==> src/rtl/video_stream_mon.sv <==
// video_stream_mon
//   Pass-through monitor for a video stream (SOF on tuser, EOL on tlast).
//   A 2-entry skid buffer forwards every beat unmodified. Alongside it, a
//   monitor measures line length and frame height. It raises sticky
//   geometry error flags and reports lock once frames arrive clean.
//
// Ports
//   clk, rst            clock (rising edge), synchronous active-high reset
//   s_axis_*            input stream (tdata/tvalid/tready/tuser/tlast)
//   m_axis_*            forwarded stream, all outputs registered
//   exp_width/height    expected active pixels per line / lines per frame
//   clr_err             one-cycle pulse clearing the sticky error flags
//   meas_width/height   length of last completed line / lines of last frame
//   frame_cnt           accepted SOF beats since reset (wraps)
//   err_*               sticky error flags
//   locked              two consecutive error-free frames seen
module video_stream_mon #(
    parameter int DATAW = 24
) (
    input  logic             clk,
    input  logic             rst,
    input  logic [DATAW-1:0] s_axis_tdata,
    input  logic             s_axis_tvalid,
    output logic             s_axis_tready,
    input  logic             s_axis_tuser,
    input  logic             s_axis_tlast,
    output logic [DATAW-1:0] m_axis_tdata,
    output logic             m_axis_tvalid,
    input  logic             m_axis_tready,
    output logic             m_axis_tuser,
    output logic             m_axis_tlast,
    input  logic [12:0]      exp_width,
    input  logic [12:0]      exp_height,
    input  logic             clr_err,
    output logic [12:0]      meas_width,
    output logic [12:0]      meas_height,
    output logic [31:0]      frame_cnt,
    output logic             err_eol_early,
    output logic             err_eol_late,
    output logic             err_sof_early,
    output logic             err_sof_missing,
    output logic             locked
);

    localparam int          BW      = DATAW + 2;
    localparam logic [12:0] CNT_MAX = 13'h1FFF;

    typedef enum logic {IDLE, ACTIVE} state_t;

    // ------------------------------------------------------------------
    // Skid buffer: out_word is the output register. skid_word catches the
    // beat accepted while the output is stalled. Input ready is registered,
    // so it can only drop once both entries are occupied.
    // ------------------------------------------------------------------
    logic [BW-1:0] in_word, out_word, skid_word;
    logic          skid_valid, skid_valid_next, beat;

    assign beat    = s_axis_tvalid && s_axis_tready;
    assign in_word = {s_axis_tuser, s_axis_tlast, s_axis_tdata};
    assign {m_axis_tuser, m_axis_tlast, m_axis_tdata} = out_word;

    assign skid_valid_next = skid_valid ? !m_axis_tready
                                        : (m_axis_tvalid && !m_axis_tready && beat);

    // NOTE: sequential state uses non-blocking assignments so every register
    // samples the pre-edge values, independent of statement order.
    always_ff @(posedge clk) begin
        if (rst) begin
            s_axis_tready <= 1'b0;
            m_axis_tvalid <= 1'b0;
            skid_valid    <= 1'b0;
        end else begin
            s_axis_tready <= !skid_valid_next;
            skid_valid    <= skid_valid_next;
            // With the skid full the output stays valid until it refills from skid.
            if (!skid_valid && (!m_axis_tvalid || m_axis_tready))
                m_axis_tvalid <= beat;
        end
    end

    // NOTE: payload registers carry no reset; the valid bits above qualify
    // them, so clearing data would only add reset fan-out.
    always_ff @(posedge clk) begin
        if (skid_valid) begin
            if (m_axis_tready)
                out_word <= skid_word;
        end else if (!m_axis_tvalid || m_axis_tready) begin
            if (beat)
                out_word <= in_word;
        end else if (beat) begin
            skid_word <= in_word;
        end
    end

    // ------------------------------------------------------------------
    // Monitor: x = pixels seen so far in the current line, y = completed
    // lines in the current frame. A tuser beat restarts both before the beat
    // is counted, so tuser+tlast forms a 1-pixel line in one cycle.
    // ------------------------------------------------------------------
    state_t      state;
    logic [12:0] x, y, x_base, y_base, pix_cnt, line_cnt;
    logic        sof, mon_beat, frame_err, prev_clean;
    logic        ev_eol_early, ev_eol_late, ev_sof_early, ev_sof_missing, any_ev;

    assign sof      = beat && s_axis_tuser;
    assign mon_beat = beat && (state == ACTIVE || s_axis_tuser);
    assign x_base   = s_axis_tuser ? 13'd0 : x;
    assign y_base   = s_axis_tuser ? 13'd0 : y;
    assign pix_cnt  = (x_base == CNT_MAX) ? CNT_MAX : x_base + 13'd1;
    assign line_cnt = (y_base == CNT_MAX) ? CNT_MAX : y_base + 13'd1;

    assign ev_eol_early   = mon_beat && s_axis_tlast && (pix_cnt < exp_width);
    assign ev_eol_late    = mon_beat && !s_axis_tlast && (pix_cnt == exp_width);
    assign ev_sof_early   = sof && (state == ACTIVE) && ((y < exp_height) || (x != 13'd0));
    assign ev_sof_missing = beat && !s_axis_tuser && (state == ACTIVE)
                            && (y == exp_height) && (x == 13'd0);
    assign any_ev = ev_eol_early || ev_eol_late || ev_sof_early || ev_sof_missing;

    always_ff @(posedge clk) begin
        if (rst) begin
            state           <= IDLE;
            x               <= '0;
            y               <= '0;
            meas_width      <= '0;
            meas_height     <= '0;
            frame_cnt       <= '0;
            err_eol_early   <= 1'b0;
            err_eol_late    <= 1'b0;
            err_sof_early   <= 1'b0;
            err_sof_missing <= 1'b0;
            locked          <= 1'b0;
            frame_err       <= 1'b0;
            prev_clean      <= 1'b0;
        end else begin
            if (sof) begin
                state     <= ACTIVE;
                frame_cnt <= frame_cnt + 32'd1;
                if (state == ACTIVE) begin
                    meas_height <= y;
                    // The frame ending here is clean only if nothing went
                    // wrong in it, including a short frame flagged right now.
                    if (!frame_err && !ev_sof_early) begin
                        prev_clean <= 1'b1;
                        if (prev_clean)
                            locked <= 1'b1;
                    end else begin
                        prev_clean <= 1'b0;
                    end
                end
                // Line errors on the SOF beat belong to the new frame.
                frame_err <= ev_eol_early || ev_eol_late;
            end else if (any_ev) begin
                frame_err <= 1'b1;
            end

            if (any_ev)
                locked <= 1'b0;

            if (mon_beat) begin
                x <= s_axis_tlast ? 13'd0 : pix_cnt;
                y <= s_axis_tlast ? line_cnt : y_base;
                if (s_axis_tlast)
                    meas_width <= pix_cnt;
            end

            // A new event wins over a simultaneous clear.
            err_eol_early   <= ev_eol_early   || (err_eol_early   && !clr_err);
            err_eol_late    <= ev_eol_late    || (err_eol_late    && !clr_err);
            err_sof_early   <= ev_sof_early   || (err_sof_early   && !clr_err);
            err_sof_missing <= ev_sof_missing || (err_sof_missing && !clr_err);
        end
    end

endmodule

==> config.mk <==
export PLATFORM = sky130hd
export DESIGN_NAME = video_stream_mon
export DESIGN_NICKNAME = d
export VERILOG_FILES = /design/src/rtl/video_stream_mon.sv
export SDC_FILE = /design/constraint.sdc
export NUM_CORES = 1
export LEC_CHECK = 0
export ABC_AREA = 1
export BUFFER_PORTS_ARGS = -buffer_cell sky130_fd_sc_hd__buf_4
export CAP_MARGIN = 20
export CORE_ASPECT_RATIO = 1.2
export CORE_MARGIN = 1.5
export CORE_UTILIZATION = 35
export CTS_BUF_LIST = sky130_fd_sc_hd__clkbuf_4 sky130_fd_sc_hd__clkbuf_8
export CTS_CLUSTER_SIZE = 14
export DETAILED_ROUTE_END_ITERATION = 7
export GPL_TIMING_DRIVEN = 0
export SYNTH_ARGS = -nofsm -noshare
export SYNTH_HDL_FRONTEND = slang
export SYNTH_SLANG_ARGS = --single-unit
==> constraint.sdc <==
create_clock -name clk -period 3.3 [get_ports clk]
set_input_delay 0.33 -clock clk [delete_from_list [all_inputs] [get_ports clk]]
set_output_delay 0.33 -clock clk [all_outputs]
set_load 0.02 [all_outputs]
==> results of run 1 <==
layer usage:
layer  GRT usage (%)  wire (um)  up-vias
met4            6.46        478        0
li1                -          -     3542
met1            23.6       9060     3106
met2            32.8       9770      192
met5               0          0        -
met3            3.44       1050       29
flip-flops by register name, summed over array words and instances, names as in the netlist:
register / count
frame_err: 1
meas_height: 13
err_eol_early: 1
x: 13
err_eol_late: 1
meas_width: 13
skid_valid: 1
err_sof_early: 1
frame_cnt: 32
locked: 1
prev_clean: 1
skid_word: 26
err_sof_missing: 1
y: 13
out_word: 26
s_axis_tready: 1
m_axis_tvalid: 1
state: 1
layout make-up:
| class | instances | share of cell area, % |
|---|---|---|
| clock buffers | 17 | 2.46 |
| inverters | 141 | 5.64 |
| multi-input cells | 686 | 36.7 |
| repair buffers | 149 | 11.9 |
| clock inverters | 15 | 1.89 |
| flip-flops and latches | 147 | 36.4 |
| well taps | 270 | 3.55 |
| plain buffers | 28 | 1.43 |
stage by stage:
stage	area, um^2	cells	total power (uW)
after CTS	9510	1453	3820
after global routing	9510	1453	3930
final	9510	1453	3780
after detailed placement	9090	1421	2320
after global placement	9040	1418	2310
after floorplan	7610	1002	2160
placed cells by master, fill, tap and decap left out, types with 10 or more instances in the layout:
cell,n
o21ai_0,48
dfxtp_1,95
nor3_1,24
nand2_2,10
nand3_1,25
ha_1,29
a21oi_1,73
nor2_1,116
clkbuf_8,17
nand4_1,16
nand2_1,276
buf_4,146
xor2_1,14
edfxtp_1,52
inv_1,136
clkbuf_1,16
cell families (layout without fill, tap and decap cells):
kind of cell,count (synthesis),in the layout
fa+ha+maj,29,29
buf+inv,169,350
compound gates,130,130
simple gates,504,504
xor+xnor,23,23
flops,147,147
power groups by stage:
stage	clock (uW)	combinational, uW	sequential [uW]
2_1_floorplan	0	149	2010
3_3_place_gp	0	332	1980
3_5_place_dp	0	341	1980
4_1_cts	1540	343	1940
5_1_grt	1610	381	1940
6_report	1500	340	1940
path summary, 6_finish.rpt:
path,slack (ns),depth (start not counted),to,from
hold / removal,0.06,1,skid_word[3],s_axis_tdata[3]
setup / recovery,0.32,20,frame_err,s_axis_tuser
hold reg to reg,0.47,2,x[0],x[0]
setup reg to reg,0.33,18,frame_err,x[0]
==> results.sh, run 1 <==
export IMPL_required_ns=3.65
export IMPL_rows=58
export IMPL_start_kind="input pin"
export IMPL_path_delay_family="simple AND/OR/NAND/NOR gates"
export IMPL_cts_repair_resized=0
export IMPL_ys_seq_area_share_pct=45.5
export IMPL_synth_seq_cells=147
export IMPL_fillers=2114
export IMPL_arrival_ns=3.33
export IMPL_critical_path_buf_inv_count=3
export IMPL_crit_path_end_kind="flop"
export IMPL_pwr_share_clk_pct=39.7
export IMPL_synth_edff_count=52
export IMPL_synth_async_reset_ratio_pct=0
export IMPL_path_clk_slew_ns=0.09
export IMPL_synth_compound_area_share_pct=8.80
export IMPL_rsz0062_at_grt="no"
export IMPL_swShare_pct=27.0
export IMPL_gp_congestion=0.910
export IMPL_crit_top_cell="nor2_1"
export IMPL_synth_warnings=0
export IMPL_syn2layout_area_growth_pct=25.1
export IMPL_diodes=0
export IMPL_grt_pass1_vias=6756
export IMPL_synth_top_area_share_pct=25.0
export IMPL_cts_tree="yes"
export IMPL_yosys_area_share_xor_xnor_pct=2.65
export IMPL_routedWlPerCell_um=14.0
export IMPL_p_leak_uw=0.00428
export IMPL_design_die_area_um2=22600
export IMPL_layout_drive_gt1_share_pct=20.3
export IMPL_synthTopCellsByCount="nand2_1, inv_1, nor2_1, dfxtp_1, a21oi_1"
export IMPL_max_freq_ghz=0.335
export IMPL_ys_types=40
export IMPL_yosys_area_top_type="dfxtp_1"
export IMPL_finalSetupViolCount=0
export IMPL_fin_crit_ns=2.98
export IMPL_die_x_um=138
export IMPL_synth_area_um2=7600
export IMPL_setup_tns_final_ns=0
export IMPL_final_util_pct=45.0
export IMPL_boundaryPins=148
export IMPL_maxSlewViolCount=0
export IMPL_coreArea_um2=21100
export IMPL_multi_input_area_um2=3490
export IMPL_cp_cell_sequence="buf_4 > buf_6 > buf_2 > nor2_1 > ha_1 > nand3_2 > nor2_2 > nand3_1 > nand2_1 > nand3_1 > ha_1 > nand2_1 > nor2_2 > nand4_1 > nor2_1 > nor2_1 > nor2_1 > nand3_1 > nor2_1 > nor2_1"
export IMPL_synth_top_family_by_area="simple AND/OR/NAND/NOR gates"
export IMPL_syn_avg_cell_area_um2=7.59
export IMPL_p_sw_uw=1020
export IMPL_start_util_pct=36.0
export IMPL_worst_slew_pin_slew_ns=0.747
export IMPL_synth_simple_area_share_pct=29.4
export IMPL_setup_slack_ns=0.319
export IMPL_fin_nets=1256
export IMPL_critical_path_max_stage_delay_ns=0.33
export IMPL_synth_area_leaders="dfxtp_1, edfxtp_1, nand2_1, inv_1, nor2_1"
export IMPL_relSlewSlack_pct=50.2
export IMPL_detail_route_antenna_nets=0
export IMPL_routed_wl_mm=20.4
export IMPL_grt_first_pass_wirelength_mm=33.3
export IMPL_port_buffer_count=146
export IMPL_synth_fp_nets=1088
export IMPL_seq_area_um2=3460
export IMPL_cp_max_fo=10
export IMPL_post_place_ws_ns=-0.219
export IMPL_syn_inst=1002
export IMPL_globalRouteTotalUtil_pct=19.0
export IMPL_clock_path_buffers=2
export IMPL_dr_pass1_iters=7
export IMPL_clock_root_buffer="clkbuf_8"
export IMPL_clk_latency_ns=0.45
export IMPL_drc=0
export IMPL_peakVddDrop_v=0.000261
export IMPL_dp_hpwl_mm=16.2
export IMPL_route_vias_total=6869
export IMPL_p_int_uw=2760
export IMPL_fin_skew_ns=0.0109
export IMPL_pwr_share_seq_pct=51.3
export IMPL_synth_fa_ha_area_share_pct=4.77
export IMPL_hold_ws_ns=0.0554
export IMPL_cp_slowest_cell="ha_1"
export IMPL_grt_max_degree=21
export IMPL_yosysMostFrequentCell="nand2_1"
export IMPL_hold_buffers=0
export IMPL_fin_crit_sh_pct=90.3
export IMPL_hold_class="input pin to flop"
export IMPL_synth_mux_area_share_pct=0
export IMPL_cts_num_sinks=147
export IMPL_final_hold_violation_count=0
export IMPL_vias_per_cell=4.73
export IMPL_cts_max_level=4
export IMPL_grt_ovfl_total=0
export IMPL_p_comb_share_pct=9.0
export IMPL_max_cap_viol_count=0
export IMPL_antenna_found_initial=0
export IMPL_path_class="input pin to flop"
export IMPL_die_h_um=164
export IMPL_cts_buffers=17
export IMPL_outcome="finished clean"
export IMPL_power_density_nw_per_um2=397
export IMPL_ys_flop_type="dfxtp_1"
export IMPL_post_cts_buffers=0
export IMPL_first_iter_violations=341
(Power assumes the default switching activity.)
==> run 2: changes to the inputs <==
--- a/config.mk
+++ b/config.mk
@@ -15,6 +15,7 @@
 export CTS_CLUSTER_SIZE = 14
 export DETAILED_ROUTE_END_ITERATION = 7
 export GPL_TIMING_DRIVEN = 0
+export MAX_ROUTING_LAYER = met4
 export SYNTH_ARGS = -nofsm -noshare
 export SYNTH_HDL_FRONTEND = slang
 export SYNTH_SLANG_ARGS = --single-unit
==> results.sh, run 2 (synthesis gave the netlist of run 1 again) <==
export IMPL_critical_path_buf_inv_count=3
export IMPL_largest_reg_flops=32
export IMPL_die_h_um=164
export IMPL_coreArea_um2=21100
export IMPL_grt_first_pass_wirelength_mm=32.6
export IMPL_p_leak_uw=0.00425
export IMPL_final_util_pct=44.9
export IMPL_cts_repair_resized=0
export IMPL_syn2layout_area_growth_pct=24.7
export IMPL_fin_crit_ns=2.91
export IMPL_route_vias_total=6853
export IMPL_hold_buffers=0
export IMPL_first_iter_violations=363
export IMPL_clock_path_buffers=2
export IMPL_critical_path_max_stage_delay_ns=0.33
export IMPL_layout_drive_gt1_share_pct=20.3
export IMPL_hold_class="input pin to flop"
export IMPL_crit_path_end_kind="flop"
export IMPL_start_kind="input pin"
export IMPL_clk_latency_ns=0.45
export IMPL_hold_ws_ns=0.0576
export IMPL_vias_per_cell=4.72
export IMPL_boundaryPins=148
export IMPL_drc=0
export IMPL_design_die_area_um2=22600
export IMPL_maxSlewViolCount=0
export IMPL_cts_num_sinks=147
export IMPL_rows=58
export IMPL_fin_nets=1256
export IMPL_post_cts_buffers=0
export IMPL_path_delay_family="simple AND/OR/NAND/NOR gates"
export IMPL_peakVddDrop_v=0.000234
export IMPL_top_layer="met4"
export IMPL_start_util_pct=36.0
export IMPL_path_class="input pin to flop"
export IMPL_cp_cell_sequence="buf_4 > buf_6 > buf_2 > nor2_1 > ha_1 > nand3_2 > nor2_2 > nand3_1 > nand2_1 > nand3_1 > ha_1 > nand2_1 > nor2_2 > nand4_1 > nor2_1 > nor2_1 > nor2_2 > nand3_1 > nor2_1 > nor2_1"
export IMPL_rsz0062_at_grt="no"
export IMPL_path_clk_slew_ns=0.09
export IMPL_arrival_ns=3.25
export IMPL_power_density_nw_per_um2=386
export IMPL_max_cap_viol_count=0
export IMPL_wl_met3_mm=1.14
export IMPL_gp_congestion=0.916
export IMPL_wl_met1_mm=9.14
export IMPL_port_buffer_count=146
export IMPL_top_register="frame_cnt"
export IMPL_finalSetupViolCount=0
export IMPL_fin_crit_sh_pct=88.1
export IMPL_dp_hpwl_mm=16.2
export IMPL_final_cells=1453
export IMPL_largestRegisters="frame_cnt (32), out_word (26), skid_word (26)"
export IMPL_cp_max_fo=10
export IMPL_layout_common_cells="nand2_1, buf_4, inv_1"
export IMPL_diodes=0
export IMPL_routed_wl_mm=20.5
export IMPL_fin_skew_ns=0.0128
export IMPL_grt_ovfl_total=0
export IMPL_grt_pass1_vias=6521
export IMPL_max_freq_ghz=0.344
export IMPL_cts_tree="yes"
export IMPL_worst_slew_pin_slew_ns=0.747
export IMPL_crit_top_cell="nor2_1"
export IMPL_cts_buffers=17
export IMPL_final_hold_violation_count=0
export IMPL_die_x_um=138
export IMPL_clock_root_buffer="clkbuf_8"
export IMPL_route_met2_wl_mm=9.92
export IMPL_reg2reg_slack_ns=0.39
export IMPL_detail_route_antenna_nets=0
export IMPL_antenna_found_initial=0
export IMPL_globalRouteTotalUtil_pct=19.2
export IMPL_required_ns=3.65
export IMPL_relSlewSlack_pct=50.2
export IMPL_outcome="finished clean"
export IMPL_routedWlPerCell_um=14.1
export IMPL_setup_tns_final_ns=0
export IMPL_cp_slowest_cell="ha_1"
export IMPL_grt_max_degree=21
export IMPL_final_common_cell="nand2_1"
export IMPL_dr_pass1_iters=5
export IMPL_dp_cells=1421
export IMPL_cts_max_level=4
run 2: area by class of cell:
| cell class | instances | area (um^2) |
|---|---|---|
| timing repair buffer | 149 | 1130 |
| tap | 270 | 338 |
| inverter | 141 | 537 |
| clock buffer | 17 | 234 |
| clock inverter | 15 | 146 |
| sequential | 147 | 3460 |
| fill | 2097 | 11600 |
| multi-input combinational | 686 | 3490 |
| buffer | 28 | 136 |
run 2: power by group:
group,leakage (uW),switching (uW),internal (uW)
Sequential,0.00125,21.7,1920
Combinational,0.00282,208,134
Clock,0.000184,768,615
run 2: through the flow:
step	power (uW)	worst slack, ns	cell area [um^2]
2_1_floorplan	2160	0.413	7610
4_1_cts	3700	0.233	9480
3_5_place_dp	2320	-0.207	9090
5_1_grt	3800	0.0639	9480
3_3_place_gp	2310	-0.533	9040
6_report	3660	0.392	9480
run 2: worst paths after layout:
path             endpoint  cells past startpoint       startpoint
max reg2reg     frame_err                     18             x[0]
max             frame_err                     20     s_axis_tuser
min          skid_word[4]                      1  s_axis_tdata[4]
min reg2reg          x[1]                      2             x[1]
run 2: layer usage:
metal	vias up	GRT usage, %
met3	21	3.53
met1	3100	22.9
met4	0	6.51
met5	-	-
li1	3540	-
met2	192	32.6
